<file path="config.mk">
export PLATFORM = sky130hd
export DESIGN_NAME = p2s_serializer
export DESIGN_NICKNAME = d
export VERILOG_FILES = /design/src/rtl/p2s_serializer.sv
export SDC_FILE = /design/constraint.sdc
export NUM_CORES = 1
export LEC_CHECK = 0
export BUFFER_PORTS_ARGS = -buffer_cell sky130_fd_sc_hd__buf_2
export CAP_MARGIN = 20
export CORE_MARGIN = 4
export CORE_UTILIZATION = 40
export DETAILED_ROUTE_END_ITERATION = 16
export REMOVE_ABC_BUFFERS = 1
export SETUP_SLACK_MARGIN = 0.1
export SLEW_MARGIN = 20
export SYNTH_ARGS = -nofsm -noshare
export SYNTH_HDL_FRONTEND = slang
export SYNTH_SLANG_ARGS = --single-unit
</file>
<file path="constraint.sdc">
create_clock -name clk -period 2.05 [get_ports clk]
set_input_delay 0.41 -clock clk [delete_from_list [all_inputs] [get_ports clk]]
set_output_delay 0.41 -clock clk [all_outputs]
set_load 0.005 [all_outputs]
</file>
<file path="src/rtl/p2s_serializer.sv">
// Parallel-to-serial shifter: sends the low 'len' bits of an accepted word MSB-first, each bit held DIV cycles.
// Accept edge k -> first bit at k, done at k+L*DIV; load_ready low (requests ignored) from accept until the cycle after done.
module p2s_serializer #(
  parameter int WIDTH = 16,
  parameter int LEN_W = 5,
  parameter int DIV   = 1
) (
  input  logic             clk,
  input  logic             reset,
  input  logic [WIDTH-1:0] data_in,
  input  logic [LEN_W-1:0] len,
  input  logic             load_valid,
  output logic             load_ready,
  output logic             ser_out,
  output logic             ser_en,
  output logic             busy,
  output logic             done
);

  localparam int DIV_W = (DIV > 1) ? $clog2(DIV) : 1;
  localparam logic [LEN_W-1:0] WIDTH_L = LEN_W'(WIDTH);
  localparam logic [LEN_W-1:0] ONE_L   = LEN_W'(1);
  localparam logic [DIV_W-1:0] DIV_MAX = DIV_W'(DIV - 1);
  localparam logic [DIV_W-1:0] DIV_ONE = DIV_W'(1);

  localparam logic [1:0] IDLE  = 2'd0;
  localparam logic [1:0] SHIFT = 2'd1;
  localparam logic [1:0] DONE  = 2'd2;

  logic [1:0]       state;
  logic [WIDTH-1:0] shreg;
  logic [LEN_W-1:0] bits_left;
  logic [DIV_W-1:0] div_cnt;

  logic [LEN_W-1:0] eff_len;
  logic [WIDTH-1:0] aligned;

  assign load_ready = (state == IDLE);
  assign busy       = !load_ready;

  // Left-align the frame so its first bit (data_in[L-1]) sits at the MSB.
  assign eff_len = (len > WIDTH_L) ? WIDTH_L : len;
  assign aligned = data_in << (WIDTH_L - eff_len);

  always_ff @(posedge clk or posedge reset) begin
    if (reset) begin
      state     <= IDLE;
      shreg     <= '0;
      bits_left <= '0;
      div_cnt   <= '0;
      ser_out   <= 1'b0;
      ser_en    <= 1'b0;
      done      <= 1'b0;
    end else begin
      case (state)
        IDLE: begin
          done <= 1'b0;
          if (load_valid) begin
            shreg <= aligned;
            if (eff_len == '0) begin
              state <= DONE;
              done  <= 1'b1;
            end else begin
              state     <= SHIFT;
              ser_en    <= 1'b1;
              ser_out   <= aligned[WIDTH-1];
              bits_left <= eff_len;
              div_cnt   <= DIV_MAX;
            end
          end
        end
        SHIFT: begin
          if (div_cnt != '0) begin
            div_cnt <= div_cnt - DIV_ONE;
          end else if (bits_left > ONE_L) begin
            shreg     <= shreg << 1;
            ser_out   <= shreg[WIDTH-2];
            bits_left <= bits_left - ONE_L;
            div_cnt   <= DIV_MAX;
          end else begin
            ser_en  <= 1'b0;
            ser_out <= 1'b0;
            done    <= 1'b1;
            state   <= DONE;
          end
        end
        DONE: begin
          done  <= 1'b0;
          state <= IDLE;
        end
        default: begin
          state   <= IDLE;
          ser_en  <= 1'b0;
          ser_out <= 1'b0;
          done    <= 1'b0;
        end
      endcase
    end
  end

endmodule

</file>
---- Word-level counts from Yosys, hierarchy flattened ----
Cells that the tools add are included.
storage, ports and cells
  output and inout port bits .............. 5
  input bits .............................. 24
  logic and storage cells ................. 66
  register bits after elaboration ......... 26
cells by class
  reduce and logical (&&, ||, !) cells .... 11
  add/subtract/negate cells ............... 3
  equality and inequality tests ........... 7
  bitwise logic cells ..................... 1
  muxes and demuxes ....................... 34
  shift operators ......................... 1
  order comparisons ....................... 2
operators with widths
  cell                                                            number
  2-to-1 mux 15 bit                                               3
  one-hot mux 15 bit (2 select lines)                             1
  2-to-1 mux 5 bit                                                5
  << shifter 16 x 5 -> 16 bit                                     1
  2-to-1 mux 1 bit                                                15
  != test 2 bit (second input constant)                           5
  one-hot mux 5 bit (2 select lines)                              1
  AND reduction 5 bit                                             2
  2-to-1 mux 2 bit                                                4
  AND reduction 4 bit                                             2
  one-hot mux 1 bit (3 select lines)                              2
  AND reduction 3 bit                                             2
  greater-than comparator 5 x 1 -> 1 bit (second input constant)  1
  greater-than comparator 5 bit (second input constant)           1
  zero test 5 bit                                                 1
  subtractor 5 x 1 -> 5 bit (second input constant)               1
  subtractor 5 bit (first input constant)                         1
  one-hot mux 1 bit (2 select lines)                              2
  one-hot mux 2 bit (2 select lines)                              1
  == test 2 x 1 -> 1 bit (second input constant)                  1
  == test 2 bit (second input constant)                           1
  zero test 2 bit                                                 1
  AND reduction 2 bit                                             1
  nonzero test 2 bit                                              1
  3 further kinds                                                 3

---- Logic depth before layout (Yosys ltp) ----
Gate-level depths: netlist (run 1).
  word-level depth ........................ 7
  gate-level depth with buffers ........... 12

---- Least setup slack after synthesis (run 1) ----
Ideal clock, no wire load.
  path type ............................... input-to-reg
  start ................................... input len[0]
  end ..................................... register shreg[12]
  required time ........................... 1.932 ns
  path slack .............................. -0.490 ns
  data arrival time ....................... 2.422 ns
  cell stages on the path ................. 10
  path through ............................ nor2b_1 buf_4 inv_1 ha_1 buf_2 buf_1 mux4_2 mux2i_1 a211oi_1 a21o_1
between the ends
  longest elaborated chain between the ends .. 6
ends and longest elaborated chain
  item                                   line  source
  start, declared                        11    input logic [LEN_W-1:0] len,
  greater-than comparator 5 bit          42    assign eff_len = (len > WIDTH_L) ? WIDTH_L : len;
  2-to-1 mux 5 bit *                     42
  subtractor 5 bit *                     43    assign aligned = data_in << (WIDTH_L - eff_len);
  << shifter 16 x 5 -> 16 bit *          43
  2-to-1 mux 15 bit *                    58    if (load_valid) begin
  one-hot mux 15 bit (2 select lines) *  55    case (state)
  end signal, assigned                   59    shreg <= aligned;
  end signal, assigned                   76    shreg <= shreg << 1;
  end, declared                          31    logic [WIDTH-1:0] shreg;
Mark *: on every way between the ends. The rest lies on a longest branch, timed or not. The select of a mux whose other input is x is not followed.
A chain may end at the register's enable or synchronous reset.

---- Worst setup path in the final report (run 1) ----
  start ................................... input len[4]
  end ..................................... register shreg[14]
The elaborated chain is that of the path after synthesis.

==> results of run 1 <==
==> synth_stat cells (2+ instances only) <==
cell	n	share of area (%)
and3_1	4	1.2
inv_1	7	1.2
o311ai_1	2	0.81
nand2b_1	4	1.2
mux4_2	13	14
o22ai_1	3	0.87
o21a_1	4	1.4
o211a_1	2	0.92
nor2_1	23	4.0
o21ai_1	3	0.69
nand2_1	30	5.2
o21ai_0	11	2.5
mux2i_1	16	7.4
a21oi_1	16	3.7
ha_1	4	2.3
a31oi_1	4	1.2
nand3_1	5	1.2
a22oi_1	3	1.0
or3_1	4	1.2
buf_4	3	1.0
a22o_1	2	0.81
clkinv_1	2	0.35
nor2b_1	2	0.58
dfrtp_1	25	29
and4_1	3	1.2
o2bb2ai_1	2	0.81
nor4_1	4	1.2
nor3_1	7	1.6
o32ai_1	2	0.81
clkbuf_1	8	1.4
o211ai_1	6	2.1
o21bai_1	2	0.69
==> metrics by stage <==
step,power (mW),setup TNS (ns),hold slack [ns]
6_report,3.36,0,0.171
5_1_grt,3.68,0,0.207
4_1_cts,3.24,0,0.186
3_5_place_dp,2.92,-4.37,0.484
3_3_place_gp,2.90,-3.67,0.478
2_1_floorplan,2.20,-39.44,0.437
==> logic make-up after synthesis <==
logic type               Yosys count  synth area share (%)
AND/OR/NAND/NOR                   88                  19.0
AO/OA/AOI/OAI                     71                  22.0
multiplexers                      30                  21.4
flip-flops                        25                  28.9
buffers and inverters             22                  4.39
adder cells (fa/ha/maj)            4                  2.31
XOR/XNOR                           2                  2.02
==> worst paths after layout <==
| path | start | end | cells past startpoint |
|---|---|---|---|
| setup / recovery | len[4] | shreg[14]$_DFFE_PP0P_ | 7 |
| max in group asynchronous | reset | state[0]$_DFFE_PP0P_ | 3 |
| setup reg to reg | bits_left[2]$_DFFE_PP0P_ | shreg[9]$_DFFE_PP0P_ | 5 |
| hold / removal | reset | ser_out$_DFFE_PP0P_ | 3 |
| hold reg to reg | shreg[4]$_DFFE_PP0P_ | shreg[4]$_DFFE_PP0P_ | 1 |
| min in group clk | load_valid | done$_DFFE_PP0P_ | 3 |
==> cell type report <==
class / instances / area, um^2 / area share, %
clock buffers: 3 / 41.3 / 1.41
clock inverters: 1 / 5.00 / 0.171
inverters: 9 / 33.8 / 1.16
multi-input cells: 195 / 1570 / 53.8
flip-flops and latches: 25 / 627 / 21.5
well taps: 70 / 87.6 / 3.00
repair buffers: 80 / 554 / 19.0
==> worst min-delay path: cells and delay by family <==
family	cells	cell delay (ns)
buf+inv	3	0.44
==> cells in the final DEF (no fill, tap or decap), types with 4 or more instances in the layout <==
master,n
a31oi_1,4
and3_1,4
o211ai_1,6
dfrtp_1,24
nand3_1,5
nor3_1,6
buf_2,28
a21oi_1,15
inv_1,6
nor2_1,22
o21ai_1,6
o21ai_0,8
mux4_2,13
nand2_1,29
o21a_1,4
buf_4,48
mux2i_1,13
==> registers in the layout (all words and copies together), names as in the netlist <==
name       count
bits_left      5
done           1
shreg         15
state          2
ser_out        1
ser_en         1
==> power groups by stage <==
stage                     Clock, mW  Sequential (mW)  Combinational, mW
after floorplan                   0            0.913               1.29
after global placement            0            0.931               1.97
after detailed placement          0            0.936               1.99
after CTS                     0.314            0.927               2.00
after global routing          0.336            0.968               2.38
final                         0.305            0.932               2.13
==> per-layer routing <==
metal	wire length [um]	share of wire, %	up-vias
met5	0	0	-
met4	53	0.85	0
met3	340	5.5	4
met2	2970	48	67
met1	2850	46	1041
li1	-	-	1065
==> what timing repair did <==
action,in CTS,in global routing
hold buffers,0,0
buffers inserted,0,3
endpoints found under the hold margin,0,0
pin swaps,0,4
resized for setup,3,29
endpoints found under the setup margin,14,17
==> out/qor.csv, run 1 <==
metric;value;unit
CP startpoint kind;primary input;
Detail Route Antenna Nets;0;
clk slew on worst S/H paths;0.09;ns
Worst-Skew Late Latency;0.28;ns
worst relative slew slack;69.9;%
worst slack at placement;-0.347;ns
status;complete, no violations;
Clk pwr share;9.1;%
Pins Over Slew Limit;0;
# setup viols final;0;
total gr overflow;0;
layout cells sized above 1;38.7;%
pin count of the biggest net entering global routing;26;
CP endpoint kind;register;
Comb pwr share;63.2;%
hpwl dp;4.83;mm
initial antenna violation count;0;
Seq cells post-synth;25;
final instance area;0.00292;mm^2
mean post-synth cell area;8.94;um^2
fillcell total;477;
post-synthesis sequential area ratio;28.9;%
Top delay family on crit path;multiplexers;
worst-margin pin slew;0.450;ns
Initial DRT Pass Iterations;4;
depth of the CTS H-tree;1;
starting density of the core;41.8;%
first-pass GRT wire length;10.4;mm
Clock Skew;0.00524;ns
Worst EP required;2.21;ns
Slowest cell on crit path;mux4_2;
Setup WS post-layout;0.136;ns
worst vdd ir;0.458;mV
total global-route track usage;20.0;%
vias;2177;
Max Root-Sink Buffers;2;
unrepaired setup endpoints after global routing;true;
fin cells;383;
Cell Chain, Critical Path;buf_2, nor2b_4, buf_4, mux4_2, mux2i_2, nor4_1, or3_1;
crit path kind;in -> reg;
Rows;26;
Post-synth top flop;dfrtp_1;
r2r setup slk;0.21;ns
Max Clk Rate;523;MHz
HP Class;in -> async;
Post-synth EDFFs;0;
vias in the first global route;2140;
WP data arrival;2.08;ns
synth-to-layout area growth;35.0;%
Period Utilization, post-route;93.3;%
Die Wd;81.6;um
number of CTS-inserted buffers;3;
Switch Pwr;1.46;mW
Iteration-0 DRC Markers;266;
sw frac;43.5;%
I/O pin cnt;29;
Slowest Stage Delay on Critical Path;0.56;ns
Placed Area;0.00271;mm^2
antenna cells;0;
GP Congestion;0.941;
Routed wire per std cell;16.2;um
Root Driver;clkbuf_8;
port bufs;28;
nets@finish;342;
met2 usage;33.3;%
# DRC;0;
busiest layer in global routing;met2;
grt met1 use;27.4;%
die height;81.6;um
dpl cells;376;
CTS tree;yes;
Final Hold Viols;0;
core area;0.00517;mm^2
Post-Route WL;6.21;mm
met3 GRT Util;1.75;%
Internal Power;1.90;mW
Mapped Area;0.00216;mm^2
die outline area;0.00665;mm^2
Core Util, Final;56.5;%
leakage;1.30;nW
WP buf/inv;2;
Async SR Flop Fraction;100;%
PD cells;1150;mW/mm^2
Synth Instances;242;
post-DR vias/cell;5.68;
post-synth cell types;48;
Seq pwr share;27.7;%
Yosys warnings;0;
CP Max Fanout;7;
max cap viols;0;
clock sink count;25;
final critical-path required period;1.91;ns
Note: power is estimated with default switching activity, not from simulation.
==> run 2, diff against run 1 <==
==> constraint.sdc (replaced) <==
create_clock -name clk -period 2.05 [get_ports clk]
set_input_delay 0.3075 -clock clk [delete_from_list [all_inputs] [get_ports clk]]
set_output_delay 0.3075 -clock clk [all_outputs]
set_load 0.005 [all_outputs]
==> out/qor.csv, run 2 (same netlist as run 1, synthesis figures left out) <==
metric;value;unit;change
Max Root-Sink Buffers;2;;unchanged
number of CTS-inserted buffers;3;;unchanged
initial antenna violation count;0;;unchanged
clk slew on worst S/H paths;0.09;ns;about the same
clock sink count;25;;unchanged
Pins Over Slew Limit;0;;unchanged
die height;81.6;um;unchanged
Period Utilization, post-route;89.4;%;-4.0 points
Die Wd;81.6;um;unchanged
antenna cells;0;;unchanged
worst vdd ir;0.426;mV;-7.0%
unrepaired setup endpoints after global routing;false;;
depth of the CTS H-tree;1;;unchanged
layout cells sized above 1;34.4;%;-4.2 points
Initial DRT Pass Iterations;4;;unchanged
# setup viols final;0;;unchanged
Detail Route Antenna Nets;0;;unchanged
Fin Setup TNS;0;ns;unchanged
first-pass GRT wire length;9.85;mm;-5.2%
CTS tree;yes;;
nets@finish;337;;-1.5%
fin cells;378;;-1.3%
synth-to-layout area growth;29.3;%;
hold buffer count at cts;0;;unchanged
Cell Chain, Critical Path;or3_4, nor2_1, buf_4, a21oi_1, o211a_1, nor4_1;;
Placed Area;0.00270;mm^2;-0.55%
starting density of the core;41.8;%;unchanged
total gr overflow;0;;unchanged
HP Class;in -> async;;
leakage;1.26;nW;-3.3%
final instance area;0.00280;mm^2;-4.2%
I/O pin cnt;29;;unchanged
Rows;26;;unchanged
hpwl dp;4.68;mm;-3.2%
Worst EP required;2.22;ns;about the same
Clock Skew;0.00475;ns;-0.000488 ns
Slowest Stage Delay on Critical Path;0.45;ns;-0.11 ns
CP endpoint kind;register;;
worst slack at placement;-0.176;ns;+0.172 ns
CP Max Fanout;6;;-1
PD cells;1180;mW/mm^2;+2.1%
max cap viols;0;;unchanged
Routed wire per std cell;15.5;um;-4.5%
crit path kind;reg -> reg;;
final critical-path required period;1.83;ns;-0.0813 ns
Slowest cell on crit path;dfrtp_1;;
core area;0.00517;mm^2;unchanged
Pwr Total;3.29;mW;-2.2%
CP startpoint kind;register;;
commonest non-fill, non-tap cell in the layout;buf_4;;
Top Registers;shreg (15), bits_left (5), state (2);;
vias in the first global route;2129;;-0.51%
Max Clk Rate;546;MHz;+4.4%
worst relative slew slack;63.3;%;-6.6 points
status;complete, no violations;;
Biggest register;shreg;;
Final Hold Viols;0;;unchanged
Largest register FFs;15;;unchanged
Setup WS post-layout;0.218;ns;+0.0813 ns
worst-margin pin slew;0.542;ns;+0.0915 ns
WP data arrival;2.00;ns;-0.08 ns
GP Congestion;0.950;;+0.94%
die outline area;0.00665;mm^2;unchanged
# DRC;0;;unchanged
Worst-Skew Late Latency;0.27;ns;about the same
Iteration-0 DRC Markers;188;;-29%
Post-Route WL;5.85;mm;-5.8%
dpl cells;374;;-0.53%
port bufs;28;;unchanged
vias;2122;;-2.5%
pin count of the biggest net entering global routing;26;;unchanged
total global-route track usage;18.8;%;-1.2 points
post-DR vias/cell;5.61;;-1.2%
Root Driver;clkbuf_8;;
most frequent cells in the layout;46 x buf_4, 29 x nand2_1, 28 x buf_2, 24 x dfrtp_1, 23 x nor2_1;;
[run 2: layout make-up]
| type | count | area (um^2) |
|---|---|---|
| flip-flops and latches | 25 | 627 |
| multi-input cells | 195 | 1500 |
| inverters | 9 | 33.8 |
| repair buffers | 75 | 505 |
| well taps | 70 | 87.6 |
| clock buffers | 4 | 45.0 |
| fillers | 501 | 2370 |
[run 2: critical path: cells and delay by family (launching register included)]
family | cells | cell delay [ns]
AND/OR/NAND/NOR | 3 | 0.85
flip-flops | 1 | 0.45
AO/OA/AOI/OAI | 2 | 0.25
buffers and inverters | 1 | 0.17
[run 2: worst paths after layout]
kind                                           from                  endpoint  slack (ns)  cells after the start
hold reg to reg                  ser_en$_DFFE_PP0P_        ser_en$_DFFE_PP0P_        0.50                      1
max in group asynchronous                     reset      state[0]$_DFFE_PP0P_        1.71                      3
setup / recovery           bits_left[2]$_DFFE_PP0P_      shreg[9]$_DFFE_PP0P_        0.22                      6
setup reg to reg           bits_left[2]$_DFFE_PP0P_      shreg[9]$_DFFE_PP0P_        0.22                      6
min in group clk                             len[1]  bits_left[1]$_DFFE_PP0P_        0.38                      3
hold / removal                                reset       ser_out$_DFFE_PP0P_        0.08                      3
[run 2: metrics by stage]
step / hold WS (ns) / utilization [%]
6_report: 0.0776 / 54.1
5_1_grt: 0.108 / 54.1
4_1_cts: 0.0912 / 53.0
3_5_place_dp: 0.384 / 52.2
3_3_place_gp: 0.380 / 52.2
2_1_floorplan: 0.335 / -
[run 2: metal layers]
layer,track usage [%],part of all wire [%],up-vias
met1,26.1,47,999
met2,31.4,46,67
met4,4.56,1.2,0
met5,0,0,-
met3,1.86,5.0,8
li1,-,-,1048
[run 2: power by group]
part / internal, mW / total (mW) / leakage [nW] / switching, mW
Combinational: 0.982 / 2.06 / 0.933 / 1.07
Sequential: 0.740 / 0.937 / 0.305 / 0.196
Clock: 0.139 / 0.296 / 0.0228 / 0.157
[run 2: what timing repair did]
action                                  4_1_cts  5_1_grt
endpoints found under the setup margin        0       14
endpoints found under the hold margin         0        0
setup buffers                                 0        0
gates resized for setup                       0       11
==> run 3, diff against run 2 <==
--- a/config.mk
+++ b/config.mk
@@ -10,6 +10,7 @@
 export CORE_MARGIN = 4
 export CORE_UTILIZATION = 40
 export DETAILED_ROUTE_END_ITERATION = 16
+export PLACE_DENSITY = 0.67
 export REMOVE_ABC_BUFFERS = 1
 export SETUP_SLACK_MARGIN = 0.1
 export SLEW_MARGIN = 20
==> out/qor.csv, run 3 (same netlist as run 1, synthesis figures left out) <==
metric;value;unit;change
status;complete, no violations;;
die height;81.6;um;unchanged
Seq pwr share;28.3;%;-0.2 points
core area;0.00517;mm^2;unchanged
CTS tree;yes;;
fillcell total;496;;-1.0%
Detail Route Antenna Nets;0;;unchanged
busiest layer in global routing;met2;;
Comb pwr share;62.4;%;about the same
vias;2172;;+2.4%
worst vdd ir;0.404;mV;-5.3%
Routed wire per std cell;15.7;um;+1.7%
Pins Over Slew Limit;0;;unchanged
multi-input logic area;0.00151;mm^2;+0.50%
starting density of the core;41.8;%;unchanged
port bufs;28;;unchanged
total global-route track usage;19.1;%;+0.29 points
Clock Skew;0.00282;ns;-0.00194 ns
Worst-Skew Late Latency;0.28;ns;about the same
Max Root-Sink Buffers;2;;unchanged
grt met1 use;27.5;%;+1.4 points
CP Max Fanout;9;;+3
Setup WS post-layout;0.226;ns;+0.00817 ns
worst-margin pin slew;0.624;ns;+0.0823 ns
Final Hold Viols;0;;unchanged
commonest non-fill, non-tap cell in the layout;buf_4;;
nets@finish;337;;unchanged
setup repair bufs after CTS;0;;unchanged
Top Registers;shreg (15), bits_left (5), state (2);;
Post-Route WL;5.95;mm;+1.7%
leakage;1.25;nW;-0.82%
# setup viols final;0;;unchanged
most frequent cells in the layout;47 x buf_4, 30 x nand2_1, 28 x buf_2, 25 x dfrtp_1, 21 x nor2_1;;
Register Area;626;um^2;-0.20%
WP data arrival;1.99;ns;about the same
number of CTS-inserted buffers;3;;unchanged
Placed Area;0.00269;mm^2;-0.46%
final instance area;0.00279;mm^2;-0.22%
post-DR vias/cell;5.75;;+2.4%
Root Driver;clkbuf_8;;
layout cells sized above 1;34.4;%;unchanged
crit path kind;in -> reg;;
Internal Power;1.85;mW;-0.59%
max cap viols;0;;unchanged
hpwl dp;4.76;mm;+1.8%
unrepaired setup endpoints after global routing;false;;
worst slack at placement;-0.252;ns;-0.0764 ns
depth of the CTS H-tree;1;;unchanged
Worst EP required;2.21;ns;about the same
die outline area;0.00665;mm^2;unchanged
sw frac;43.6;%;+0.22 points
Largest register FFs;15;;unchanged
pin count of the biggest net entering global routing;26;;unchanged
Iteration-0 DRC Markers;261;;+39%
Biggest register;shreg;;
antenna cells;0;;unchanged
first-pass GRT wire length;9.89;mm;+0.42%
total gr overflow;0;;unchanged
Rows;26;;unchanged
vias in the first global route;2025;;-4.9%
I/O pin cnt;29;;unchanged
Switch Pwr;1.43;mW;+0.32%
# DRC;0;;unchanged
CP endpoint kind;register;;
initial antenna violation count;0;;unchanged
clock sink count;25;;unchanged
CP startpoint kind;primary input;;
Die Wd;81.6;um;unchanged
worst relative slew slack;57.7;%;-5.6 points
Period Utilization, post-route;89.0;%;-0.40 points
synth-to-layout area growth;29.0;%;
Max Clk Rate;548;MHz;+0.45%
HP Class;in -> async;;
Clk pwr share;9.4;%;+0.4 points
final critical-path required period;1.82;ns;-0.00817 ns
GP Congestion;0.882;;-7.2%
met3 GRT Util;1.64;%;-0.22 points
PD cells;1180;mW/mm^2;about the same
met2 usage;30.4;%;-0.98 points
clk slew on worst S/H paths;0.09;ns;about the same
Initial DRT Pass Iterations;4;;unchanged
==> run 3: layout make-up <==
type	instances	share of cell area [%]
inverter	9	1.21
multi-input combinational	195	54.0
timing repair buffer	75	17.7
sequential	25	22.4
clock buffer	4	1.61
tap	70	3.14
==> run 3: metrics by stage <==
stage	hold slack, ns	power (mW)	instances	util (%)	TNS, ns
5_1_grt	0.122	3.56	378	54.0	0
3_5_place_dp	0.391	2.92	374	51.9	-2.85
6_report	0.0703	3.28	378	54.0	0
3_3_place_gp	0.385	2.87	374	51.9	-1.74
2_1_floorplan	0.335	2.20	229	-	-36.88
4_1_cts	0.0909	3.22	378	52.9	0
==> run 3: power by group through the flow <==
| stage | Combinational [mW] | Clock, mW | Sequential [mW] |
|---|---|---|---|
| after detailed placement | 1.99 | 0 | 0.927 |
| after CTS | 1.99 | 0.308 | 0.923 |
| after global placement | 1.95 | 0 | 0.922 |
| after floorplan | 1.29 | 0 | 0.913 |
| after global routing | 2.29 | 0.327 | 0.952 |
| final | 2.05 | 0.307 | 0.928 |
==> run 3: metal layers <==
metal | wire (um) | vias to the layer above
li1 | - | 1055
met1 | 2810 | 1046
met2 | 2760 | 63
met3 | 274 | 8
met4 | 108 | 0
met5 | 0 | -
==> run 3: final timing paths <==
check	startpoint	endpoint	slack [ns]	cells after the start
max in group asynchronous	reset	shreg[14]$_DFFE_PP0P_	1.74	3
setup reg to reg	bits_left[0]$_DFFE_PP0P_	shreg[8]$_DFFE_PP0P_	0.23	7
min in group clk	load_valid	state[1]$_DFFE_PP0P_	0.38	3
hold reg to reg	shreg[5]$_DFFE_PP0P_	shreg[5]$_DFFE_PP0P_	0.51	1
hold / removal	reset	ser_out$_DFFE_PP0P_	0.07	3
setup / recovery	len[4]	shreg[14]$_DFFE_PP0P_	0.23	8
==> run 3: critical path, cell delays in order <==
cell and delay [ns]:
buf_2 0.13, nor2b_2 0.12, inv_1 0.09, ha_4 0.33, mux4_2 0.35, mux2i_2 0.21, nor4_1 0.07, or3_1 0.37
==> run 3: repair_timing <==
item | 4_1_cts | 5_1_grt
gates resized for setup | 1 | 10
pin swaps | 0 | 2
setup endpoints to repair | 2 | 14
hold buffers | 0 | 0
